==> src/rtl/ex_mem_reg.sv <==
// EX/MEM pipeline stage register: captures EX results and MEM/WB control,
// resolves branches as a one-cycle taken pulse, supports stall/flush and
// counts committed (valid) loads for debug.
module ex_mem_reg #(
  parameter int unsigned CNT_W = 16
) (
  input  logic             clk_i,
  input  logic             rst_i,
  input  logic             stall_i,
  input  logic             flush_i,
  input  logic             valid_i,
  input  logic [31:0]      alu_result_i,
  input  logic             zero_i,
  input  logic [31:0]      rt_data_i,
  input  logic [4:0]       write_reg_i,
  input  logic [31:0]      branch_target_i,
  input  logic             reg_write_i,
  input  logic             mem_read_i,
  input  logic             mem_write_i,
  input  logic             mem_to_reg_i,
  input  logic             branch_i,
  output logic             valid_o,
  output logic [31:0]      alu_result_o,
  output logic [31:0]      rt_data_o,
  output logic [4:0]       write_reg_o,
  output logic [31:0]      branch_target_o,
  output logic             reg_write_o,
  output logic             mem_read_o,
  output logic             mem_write_o,
  output logic             mem_to_reg_o,
  output logic             branch_taken_o,
  output logic [CNT_W-1:0] commit_cnt_o
);

  localparam logic [CNT_W-1:0] CntOne = {{(CNT_W-1){1'b0}}, 1'b1};

  logic             valid_q, valid_d;
  logic [31:0]      alu_result_q, alu_result_d;
  logic [31:0]      rt_data_q, rt_data_d;
  logic [4:0]       write_reg_q, write_reg_d;
  logic [31:0]      branch_target_q, branch_target_d;
  logic             reg_write_q, reg_write_d;
  logic             mem_read_q, mem_read_d;
  logic             mem_write_q, mem_write_d;
  logic             mem_to_reg_q, mem_to_reg_d;
  logic             branch_taken_q, branch_taken_d;
  logic [CNT_W-1:0] commit_cnt_q, commit_cnt_d;

  // Next-state: flush > stall > load; taken pulse clears unless freshly loaded.
  always_comb begin
    valid_d         = valid_q;
    alu_result_d    = alu_result_q;
    rt_data_d       = rt_data_q;
    write_reg_d     = write_reg_q;
    branch_target_d = branch_target_q;
    reg_write_d     = reg_write_q;
    mem_read_d      = mem_read_q;
    mem_write_d     = mem_write_q;
    mem_to_reg_d    = mem_to_reg_q;
    branch_taken_d  = 1'b0;
    commit_cnt_d    = commit_cnt_q;

    if (flush_i) begin
      valid_d         = 1'b0;
      alu_result_d    = '0;
      rt_data_d       = '0;
      write_reg_d     = '0;
      branch_target_d = '0;
      reg_write_d     = 1'b0;
      mem_read_d      = 1'b0;
      mem_write_d     = 1'b0;
      mem_to_reg_d    = 1'b0;
    end else if (!stall_i) begin
      // Data fields pass through even for bubbles; control is gated by valid.
      alu_result_d    = alu_result_i;
      rt_data_d       = rt_data_i;
      write_reg_d     = write_reg_i;
      branch_target_d = branch_target_i;
      valid_d         = valid_i;
      reg_write_d     = valid_i & reg_write_i & (write_reg_i != 5'd0);
      // Store wins over a conflicting load request.
      mem_read_d      = valid_i & mem_read_i & ~mem_write_i;
      mem_write_d     = valid_i & mem_write_i;
      mem_to_reg_d    = valid_i & mem_to_reg_i;
      branch_taken_d  = valid_i & branch_i & zero_i;
      if (valid_i) begin
        commit_cnt_d = commit_cnt_q + CntOne;
      end
    end
  end

  // Stage state register with asynchronous clear.
  always_ff @(posedge clk_i or posedge rst_i) begin
    if (rst_i) begin
      valid_q         <= 1'b0;
      alu_result_q    <= '0;
      rt_data_q       <= '0;
      write_reg_q     <= '0;
      branch_target_q <= '0;
      reg_write_q     <= 1'b0;
      mem_read_q      <= 1'b0;
      mem_write_q     <= 1'b0;
      mem_to_reg_q    <= 1'b0;
      branch_taken_q  <= 1'b0;
      commit_cnt_q    <= '0;
    end else begin
      valid_q         <= valid_d;
      alu_result_q    <= alu_result_d;
      rt_data_q       <= rt_data_d;
      write_reg_q     <= write_reg_d;
      branch_target_q <= branch_target_d;
      reg_write_q     <= reg_write_d;
      mem_read_q      <= mem_read_d;
      mem_write_q     <= mem_write_d;
      mem_to_reg_q    <= mem_to_reg_d;
      branch_taken_q  <= branch_taken_d;
      commit_cnt_q    <= commit_cnt_d;
    end
  end

  assign valid_o         = valid_q;
  assign alu_result_o    = alu_result_q;
  assign rt_data_o       = rt_data_q;
  assign write_reg_o     = write_reg_q;
  assign branch_target_o = branch_target_q;
  assign reg_write_o     = reg_write_q;
  assign mem_read_o      = mem_read_q;
  assign mem_write_o     = mem_write_q;
  assign mem_to_reg_o    = mem_to_reg_q;
  assign branch_taken_o  = branch_taken_q;
  assign commit_cnt_o    = commit_cnt_q;

endmodule

==> config.mk <==
export PLATFORM = sky130hd
export DESIGN_NAME = ex_mem_reg
export DESIGN_NICKNAME = d
export VERILOG_FILES = /design/src/rtl/ex_mem_reg.sv
export SDC_FILE = /design/constraint.sdc
export NUM_CORES = 1
export LEC_CHECK = 0
export BUFFER_PORTS_ARGS = -buffer_cell sky130_fd_sc_hd__buf_2
export CAP_MARGIN = 10
export CORE_MARGIN = 2
export CORE_UTILIZATION = 46
export DETAILED_ROUTE_END_ITERATION = 12
export PLACE_DENSITY = 0.79
export SETUP_SLACK_MARGIN = 0.15
export SYNTH_ARGS = -nofsm -noshare
export SYNTH_HDL_FRONTEND = slang
export SYNTH_SLANG_ARGS = --single-unit
==> constraint.sdc <==
create_clock -name clk_i -period 4.7 [get_ports clk_i]
set_input_delay 0.47 -clock clk_i [delete_from_list [all_inputs] [get_ports clk_i]]
set_output_delay 0.47 -clock clk_i [all_outputs]
set_load 0.03 [all_outputs]
# Yosys cells after proc, flatten, opt, wreduce, memory -nomap -nowiden
# Index checks and enable logic that the tools add are counted.
word_totals:
  register_bits: 123
classes:
  bitwise: 11
  mux: 20
  n_reduce_logical: 2
  n_addsub: 1
  eq_ne: 1
op_table:
  columns: ["op", "count"]
  rows:
  - ["32-bit two-way mux", 6]
  - ["16-bit by 1-bit adder with 16-bit output, second input constant", 1]
  - ["1-bit two-way mux", 12]
  - ["5-bit two-way mux", 2]
  - ["1-bit bitwise AND", 8]
  - ["5-bit nonzero test", 1]
  - ["1-bit inverter", 3]
  - ["3-bit AND reduction", 1]
  - ["2-bit by 1-bit inequality test with 1-bit output, second input constant", 1]

# Logic depth before layout (Yosys ltp)
depth:
  depth_word: 4
  ltp_mapped: 6
  ltp_nobuf: 4

# Least setup slack after synthesis
# OpenSTA, ideal clock, no wires.
synth_path:
  kind: "input to register"
  from: "in stall_i"
  to: "reg commit_cnt_q[10], in the netlist commit_cnt_o[10]"
  n_path_buf: 2
  cell_stages: 6
  arrival_ps: 1449
  required_time_ps: 4566
  path_slack_ps: 3117
  path_cell_list: "buf_2 > nor3b_4 > and4_1 > buf_4 > nand3_2 > xnor2_1"
synth_via:
  elab_chain_len: 2
synth_rtl:
  columns: ["element", "line_no", "text"]
  rows:
  - ["start: declaration", "9", "input logic stall_i,"]
  - ["1-bit inverter (no source line)", null, null]
  - ["3-bit AND reduction (no source line)", null, null]
  - ["end signal: assignment", "117", "commit_cnt_q <= commit_cnt_d;"]
  - ["end: declaration", "47", "logic [CNT_W-1:0] commit_cnt_q, commit_cnt_d;"]
# No other way between the ends.
# A chain may end at the register's enable or synchronous reset.

# Worst setup path in the final report
layout_path:
  from: "in stall_i"
  to: "reg branch_target_q[31], in the netlist branch_target_o[31]"
layout_via:
  elab_chain_len: 1
layout_rtl:
  columns: ["element", "line_no", "text"]
  rows:
  - ["2-bit by 1-bit inequality test with 1-bit output (no source line)", null, null]
  - ["end signal: assignment", "111", "branch_target_q <= branch_target_d;"]
  - ["end: declaration", "41", "logic [31:0] branch_target_q, branch_target_d;"]
# No other way between the ends.

==> flow_summary.toml <==
[outcome]
status = "complete, no violations"

[detailed_routing]
routed.top_layer = "met4"
drt-total-wl_mm = 12.1
vias = 3901
drc_errors = 0
wl_met1_mm = 4.66
wl_met3_mm = 1.01
antenna_left = 0
wl_per_cell_um = 15.3
wl_met2_mm = 6.17
drtIter0Drc = 174
dr.pass1.iters = 5
viasPerCell = 4.94

[power_and_ir_drop]
p_clk_frac = 0.427
irDropWorstVdd_mv = 0.219
p_leak_nw = 3.92
p_int_w = 0.00206
netSwitchingFraction = 0.275
seq_power_share = 0.418
p_switching_w = 0.000780
combPwrFrac = 0.156
p_per_area_mw_per_mm2 = 418

[synth]
yosysWarnings = 0
synth_fa_ha_area_frac = 0.00250
synth_seq_cells = 123
synthTopCellsByArea = "dfrtp_1 62%, mux2i_1 20%, nor2_1 7.9%"
synth-simple-area-share = 0.115
synth_top_family_by_area = "multiplexers"
yosysSeqAreaShare = 0.616
syn_inst = 406
synth_compound_area_frac = 0.00826
yosysTopAreaCell = "dfrtp_1"
synth_top_area_share = 0.616
synth_xor_area_frac = 0.0263
syn-num-nets = 519
synth_cell_type_count = 27
postSynthAreaPerCell_um2 = 12.3
syn-cell-area_mm2 = 0.00500
muxShareOfSynthArea = 0.205

[die]
coreArea_mm2 = 0.0107
die_area_mm2 = 0.0117
dieWidth_um = 108
die_h_um = 108
initial_utilization = 0.467
ioPinCount = 235
num_rows = 38

[timing]
clock_skew_ps = 4.95
fmax_mhz = 547
rsz0062_at_grt = "no"
fin_setup_tns_ps = 0
finalCritPeriodShare = 0.389
finalSetupViolations = 0
finalHoldViolCount = 0
post-route-min-period_ps = 1830
max-slew-margin-rel = 0.354
drv_slew = 0
worst_pin_slew_ps = 969

[setup_path]
worstSetupPathType = "primary input to flop"
start_kind = "primary input"
crit_path_max_fanout = 56
required_ps = 5040
critPathArrivalTime_ps = 2170
end_kind = "flop"

[placement]
dp_cells = 757
io_buffer_count = 234
dp_hpwl_mm = 8.61
gp_congestion = 0.730

[global_routing]
grt_max_degree = 94
grt.overflow.total = 0
grt.total_usage = 0.211
grt_pass1_wl_mm = 19.1
grt_pass1_vias = 4062
antenna_found_initial = 0

[clock_network]
cts.clk_slew.worst_paths_ps = 60
cts_setup_buffers = 0
post_cts_resized = 0
cts_hold_buf = 0
clock_latency_ps = 500
ctsLongestPathBuffers = 2
cts-buffers-inserted = 17
htreeDepth = 4
cts_sinks = 123
cts_tree = "done"
ctsRootBufferMaster = "clkbuf_8"

[job]
cap_violations = 0

[cells_and_area]
area_delta_synth_final_pct = 36.1
nets = 749
antenna_cells = 0
fill_cells = 863
drive_gt1_frac = 0.418
finalNonFillerCells = 789

[worst_hold_path]
hold_path.class = "primary input to asynchronous set/reset pin"
[metal layers]
metal / vias to the layer above / track usage
li1: 1815 / -
met1: 1911 / 0.237
met2: 159 / 0.367
met3: 16 / 0.0850
met4: 0 / 0.0696
met5: - / 0
[power groups by stage]
stage | clock network [W] | logic (W) | registers (W)
CTS | 0.00124 | 0.000449 | 0.00119
global route | 0.00129 | 0.000479 | 0.00120
finish | 0.00121 | 0.000442 | 0.00119
floorplan | 0 | 0.000149 | 0.00133
detailed placement | 0 | 0.000447 | 0.00120
global placement | 0 | 0.000433 | 0.00120
[layout by cell type (no fill, tap or decap), drive strengths merged, types with 3 or more instances in the layout]
cell    netlist  layout
mux2i       101     101
clkbuf       10      24
nand3         5       5
and3          6       6
nand2         6       6
buf          16     237
nor2        105     105
xnor2        13      13
dfrtp       123     123
nand4         3       3
clkinv        0       5
[cell type report]
cell class	count	area [um2]	area share
multi-input cells	255	1780	0.262
clock buffers	24	460	0.0677
clock inverters	8	92.6	0.0136
inverters	2	10.0	0.00147
flip-flops and latches	123	3080	0.453
repair buffers	237	1200	0.177
well taps	140	175	0.0258
[worst paths after layout]
kind	start	end	slack [ps]	depth (start not counted)
worst max-delay path	stall_i	branch_target_o[31]$_DFFE_PP0P_	2870	4
worst min-delay path	rst_i	rt_data_o[8]$_DFFE_PP0P_	190	2
worst max register to register	commit_cnt_o[0]$_DFFE_PP0P_	commit_cnt_o[14]$_DFFE_PP0P_	3280	4
worst min register to register	commit_cnt_o[15]$_DFFE_PP0P_	commit_cnt_o[15]$_DFFE_PP0P_	480	1
max in group asynchronous	rst_i	write_reg_o[3]$_DFFE_PP0P_	3390	3
min in group clk_i	branch_target_i[16]	branch_target_o[16]$_DFFE_PP0P_	210	3
[cell usage after synthesis]
library cell	instances
a21oi_1	2
a22oi_1	2
a32oi_1	1
and2_1	1
and3_1	6
and4_1	2
buf_1	1
buf_2	11
buf_4	3
buf_6	1
clkbuf_1	10
dfrtp_1	123
ha_1	1
inv_1	2
mux2_2	1
mux2i_1	101
nand2_1	6
nand3_1	1
nand3_2	4
nand4_1	3
nor2_1	105
nor2b_1	1
nor3b_4	1
o211ai_1	1
or4_1	1
xnor2_1	13
xor2_1	2
[metrics by stage]
step	total power, W	setup slack (ps)	util	cell area (um2)	hold slack (ps)
2_1_floorplan	0.00148	959	-	5000	623
3_3_place_gp	0.00163	2430	0.584	6250	458
3_5_place_dp	0.00165	2360	0.584	6250	467
4_1_cts	0.00287	2890	0.636	6800	184
5_1_grt	0.00296	2780	0.636	6800	184
6_report	0.00284	2870	0.636	6800	188
[cells by family (layout without fill, tap and decap cells)]
logic type                 Yosys count  in the layout
and+or+nand+nor                    131            131
DFF                                123            123
muxes                              102            102
buffers and inverters               28            271
xor gates and xnor gates            15             15
AOI/OAI and AO/OA                    6              6
adders and majority gates            1              1
[critical path, cell delays in order]
cell and delay (ps):
buf_6 460, buf_4 790, mux2i_1 290, nor2_1 60
[flip-flops by register name, summed over array words and instances, names as in the netlist, 5 cells and up]
register and flops:
alu_result_o 32, branch_target_o 32, commit_cnt_o 16, rt_data_o 32, write_reg_o 5
(Power assumes the default switching activity.)
